**src/rtl/ex_hazard_ctrl.sv**
```systemverilog
// ex_hazard_ctrl: EX-stage hazard control for the 5-stage MIPS pipe. It handles
// load-use stalls, flushes on a taken branch, forwarding selects and event counters.
module ex_hazard_ctrl #(
  parameter int LOAD_STALL_CYCLES = 1,
  parameter int CNT_W             = 16
) (
  input  logic             clk_i,
  input  logic             reset_ni,
  input  logic [4:0]       id_rs_i,
  input  logic [4:0]       id_rt_i,
  input  logic             id_uses_rt_i,
  input  logic             idex_memread_i,
  input  logic [4:0]       idex_rs_i,
  input  logic [4:0]       idex_rt_i,
  input  logic             exmem_regwrite_i,
  input  logic [4:0]       exmem_rd_i,
  input  logic             exmem_branch_i,
  input  logic             exmem_zero_i,
  input  logic             memwb_regwrite_i,
  input  logic [4:0]       memwb_rd_i,
  output logic             pc_write_o,
  output logic             ifid_write_o,
  output logic             idex_bubble_o,
  output logic             pc_src_o,
  output logic             ifid_flush_o,
  output logic             idex_flush_o,
  output logic             exmem_flush_o,
  output logic [1:0]       fwd_a_o,
  output logic [1:0]       fwd_b_o,
  output logic [CNT_W-1:0] stall_cnt_o,
  output logic [CNT_W-1:0] flush_cnt_o
);
  typedef enum logic {RUN, STALL} state_t;
  localparam logic [3:0] REM_INIT = 4'(LOAD_STALL_CYCLES - 1);
  localparam bit MULTI = LOAD_STALL_CYCLES > 1;
  state_t           state_q, state_d;
  logic [3:0]       rem_q, rem_d;
  logic [CNT_W-1:0] stall_cnt_q, flush_cnt_q;
  logic             load_use, br_taken, stall, flush;
  assign load_use = idex_memread_i && idex_rt_i != 5'd0 &&
                    (idex_rt_i == id_rs_i || (id_uses_rt_i && idex_rt_i == id_rt_i));
  assign br_taken = exmem_branch_i & exmem_zero_i;
  // Reset looks like a stall with no flush, so the pipe is frozen with a bubble.
  assign stall = !reset_ni || (!br_taken && (state_q == STALL || load_use));
  assign flush = reset_ni & br_taken;
  assign pc_write_o    = !stall;
  assign ifid_write_o  = !stall;
  assign idex_bubble_o = stall;
  assign pc_src_o      = flush;
  assign ifid_flush_o  = flush;
  assign idex_flush_o  = flush;
  assign exmem_flush_o = flush;
  assign fwd_a_o = !reset_ni ? 2'b00 :
                   (exmem_regwrite_i && exmem_rd_i != 5'd0 && exmem_rd_i == idex_rs_i) ? 2'b10 :
                   (memwb_regwrite_i && memwb_rd_i != 5'd0 && memwb_rd_i == idex_rs_i) ? 2'b01 : 2'b00;
  assign fwd_b_o = !reset_ni ? 2'b00 :
                   (exmem_regwrite_i && exmem_rd_i != 5'd0 && exmem_rd_i == idex_rt_i) ? 2'b10 :
                   (memwb_regwrite_i && memwb_rd_i != 5'd0 && memwb_rd_i == idex_rt_i) ? 2'b01 : 2'b00;
  always_comb begin
    state_d = br_taken ? RUN :
              state_q == STALL ? (rem_q == 4'd1 ? RUN : STALL) :
              (load_use && MULTI) ? STALL : RUN;
    rem_d   = br_taken ? 4'd0 :
              state_q == STALL ? rem_q - 4'd1 :
              (load_use && MULTI) ? REM_INIT : 4'd0;
  end
  always_ff @(posedge clk_i or negedge reset_ni) begin
    if (!reset_ni) begin
      state_q     <= RUN;
      rem_q       <= 4'd0;
      stall_cnt_q <= '0;
      flush_cnt_q <= '0;
    end else begin
      state_q <= state_d;
      rem_q   <= rem_d;
      if (!pc_write_o && !(&stall_cnt_q)) stall_cnt_q <= stall_cnt_q + 1'b1;
      if (br_taken && !(&flush_cnt_q)) flush_cnt_q <= flush_cnt_q + 1'b1;
    end
  end
  assign stall_cnt_o = stall_cnt_q;
  assign flush_cnt_o = flush_cnt_q;
endmodule

```
**config.mk**
```make
export PLATFORM = sky130hd
export DESIGN_NAME = ex_hazard_ctrl
export DESIGN_NICKNAME = d
export VERILOG_FILES = /design/src/rtl/ex_hazard_ctrl.sv
export SDC_FILE = /design/constraint.sdc
export NUM_CORES = 1
export LEC_CHECK = 0
export BUFFER_PORTS_ARGS = -buffer_cell sky130_fd_sc_hd__buf_2
export CAP_MARGIN = 5
export CELL_PAD_IN_SITES_DETAIL_PLACEMENT = 1
export CELL_PAD_IN_SITES_GLOBAL_PLACEMENT = 1
export CORE_ASPECT_RATIO = 2
export CORE_MARGIN = 5
export CORE_UTILIZATION = 38
export CTS_BUF_LIST = sky130_fd_sc_hd__clkbuf_4
export DETAILED_ROUTE_END_ITERATION = 6
export PLACE_DENSITY_LB_ADDON = 0.3
export SLEW_MARGIN = 20
export SYNTH_ARGS = -nofsm -noshare
export SYNTH_HDL_FRONTEND = slang
export SYNTH_SLANG_ARGS = --single-unit
```
**constraint.sdc**
```tcl
create_clock -name clk_i -period 2.34 [get_ports clk_i]
set_input_delay 0.468 -clock clk_i [delete_from_list [all_inputs] [get_ports clk_i]]
set_output_delay 0.468 -clock clk_i [all_outputs]
set_load 0.005 [all_outputs]
```
==> qor.csv <==
stage,metric,value,unit
timing,whs,145.1,ps
routing,viasPerCell,5.253,
power,power_leakage,1.406,nW
routing,first_iter_violations,23,
global_route,grt_use_total,0.1664,
yosys,synth.yosys.warnings,0,
die,rows,39,
yosys,postSynth.asyncResetShare,1.000,
timing,slew_violations,0,
routing,drc_errors,0,
flow_run,maxCapViolCount,0,
routing,ant_nets,0,
yosys,syn_avg_cell_area,10.28,um2
yosys,syn-num-nets,261,
power,combPwrFrac,0.289,
routing,wirelength,5974,um
yosys,synthTopCellsByArea,"dfrtp_1 (41%), xor2_1 (12%), xnor2_1 (11%)",
timing,hold_violations,0,
setup_path,cp_data_arrival_time,1760,ps
setup_path,crit_type,in2out,
yosys,synth_area,2251,um2
timing,fmax,447.9,MHz
routing,vias,1912,
yosys,synth_edf_count,0,
yosys,seq_area_frac_synth,0.4113,
global_route,grt_pass1_wl,10060,um
timing,grt_setup_unrepaired,no,
min_path,hold_class,in2async,
power,swShare,0.3410,
power,clock_power_share,0.186,
setup_path,cp-start-kind,input pin,
die,die_w,64.42,um
finish,n_antenna_cell,0,
timing,finalCritPeriodShare,0.9541,
clock_network,clock_latency,330,ps
placement,port_buffers,80,
timing,tightest_slew,535.5,ps
global_route,antenna_found_initial,0,
timing,period_needed,2233,ps
clock_network,postCtsSetupBuffers,0,
die,pin_count,81,
clock_network,clock-sinks,37,
yosys,synth-main-ff-cell,dfrtp_1,
outcome,status,"complete, no violations",
die,coreArea,5758,um2
global_route,grt_pass1_vias,2109,
yosys,synth_cells,219,
timing,slew_headroom,0.6422,
timing,skew,11.64,ps
placement,dp_hpwl,4983,um
routing,wl_per_cell,16.41,um
global_route,grt_max_degree,25,
finish,num-nets-final,345,
clock_network,htree_levels,2,
die,start_util,0.3909,
clock_network,path_clk_slew,110,ps
setup_path,r2r_setup_slack,260,ps
power,p_total,1.720,mW
die,die-height,118.8,um
global_route,grt-ovfl-total,0,
clock_network,cts_tree,done,
routing,first_pass_iters,4,
finish,nFillCells,701,
setup_path,critPathRequiredTime,1870,ps
finish,syn_to_final_growth,23.35,%
power,peakVddDrop,0.0005936,V
finish,final_common_cell,buf_2,
die,die_area,7656,um2
yosys,synth.distinct_cells,40,
finish,drive_above_1_share,0.3630,
timing,setup_viol,0,
clock_network,clock_path_buffers,2,
yosys,yosys.area.top_type,dfrtp_1,
yosys,ys_seq_elements,37,
yosys,synth_top_area_frac,0.4113,
clock_network,cts_buffers,5,
placement,place_area,2718,um2
finish,final_cell_mix,"buf_2 (80), dfrtp_1 (37), xor2_1 (30), xnor2_1 (27), nand2_1 (16)",
power,power.density,619.7,nW/um2
finish,final_util,0.4822,
power,sequentialPowerShare,0.526,
setup_path,cp_max_fo,3,
setup_path,endpoint_kind,primary output,
placement,gp_congestion,0.7434,
power,netSwitchingPower,0.5867,mW
finish,final_area,2776,um2
clock_network,cts_root_buffer,clkbuf_4,
power,internal-power,1.134,mW
clock_network,cts_hold_buf,0,
final timing paths:
kind,to,cells past startpoint,startpoint
max in group asynchronous,flush_cnt_o[5],3,reset_ni
min in group clk_i,flush_cnt_o[12],3,exmem_zero_i
hold reg to reg,flush_cnt_o[11],1,flush_cnt_o[11]
setup / recovery,fwd_a_o[0],6,memwb_rd_i[1]
setup reg to reg,flush_cnt_o[11],7,flush_cnt_o[0]
hold / removal,stall_cnt_o[4],2,reset_ni
per-stage QoR:
| stage | instances | setup slack [ps] | setup TNS, ps |
|---|---|---|---|
| after global placement | 357 | -69.55 | -126.2 |
| after detailed placement | 357 | -182.5 | -279.0 |
| after global routing | 364 | 3.050 | 0 |
| after CTS | 364 | 0.2374 | 0 |
| after floorplan | 219 | 209.1 | 0 |
| final | 364 | 107.4 | 0 |
sequential cells by signal, summed over array words and instances (netlist names):
name         count
flush_cnt_o     16
rem_q            4
stall_cnt_o     16
state_q          1
power groups by stage:
stage	sequential (mW)	clock (mW)	combinational, mW
after floorplan	0.906	0	0.263
after global placement	0.915	0	0.490
after detailed placement	0.918	0	0.506
after CTS	0.907	0.341	0.511
after global routing	0.935	0.375	0.560
final	0.905	0.319	0.496
final cells by class:
type	instances	area, um2	share of cell area
multi-input cells	163	1222	0.4403
flip-flops and latches	37	925.9	0.3335
repair buffers	88	473.0	0.1703
well taps	61	76.32	0.02749
clock buffers	6	45.04	0.01622
inverters	8	30.03	0.01082
clock inverters	1	3.754	0.001352
Yosys cell counts, types with 2 or more instances:
| library cell | instances |
|---|---|
| o211ai_2 | 2 |
| buf_4 | 4 |
| dfrtp_1 | 37 |
| nand4_1 | 7 |
| nor2_1 | 12 |
| nand3_2 | 3 |
| nor3_1 | 5 |
| buf_2 | 3 |
| buf_6 | 3 |
| and3_1 | 5 |
| nand2_1 | 16 |
| o21ai_0 | 2 |
| xor2_1 | 30 |
| xnor2_1 | 27 |
| a21oi_1 | 3 |
| or4_1 | 4 |
| and2_1 | 4 |
| nand3_1 | 14 |
| a31oi_1 | 2 |
| inv_1 | 8 |
| or3_1 | 2 |
| nor4_1 | 5 |
| ha_1 | 4 |
routing by layer:
metal	global-route usage	vias up	wire [um]
li1	-	913	-
met1	0.1679	937	2070
met2	0.3303	56	3534
met3	0.03013	6	296
met4	0.05166	0	73
met5	0	-	0
worst max-delay path: stages:
cell and delay (ps):
buf_2 140, or4_1 120, o211ai_1 120, or4_1 500, nor4_2 260, buf_2 150
cell families (layout without fill, tap and decap cells):
| kind of cell | Yosys count | after routing | share of synthesized area |
|---|---|---|---|
| AOI/OAI and AO/OA | 15 | 15 | 0.05670 |
| xor gates and xnor gates | 58 | 58 | 0.2290 |
| adders and majority gates | 4 | 4 | 0.02224 |
| buffers and inverters | 19 | 103 | 0.05002 |
| DFF | 37 | 37 | 0.4113 |
| muxes | 3 | 3 | 0.01445 |
| and+or+nand+nor | 83 | 83 | 0.2162 |
timing repair:
item                                    4_1_cts  5_1_grt
pin swaps                                     1        2
endpoints found under the setup margin        2        1
resized for setup                             3        0
No activity file was read; power rests on OpenSTA's default activity.
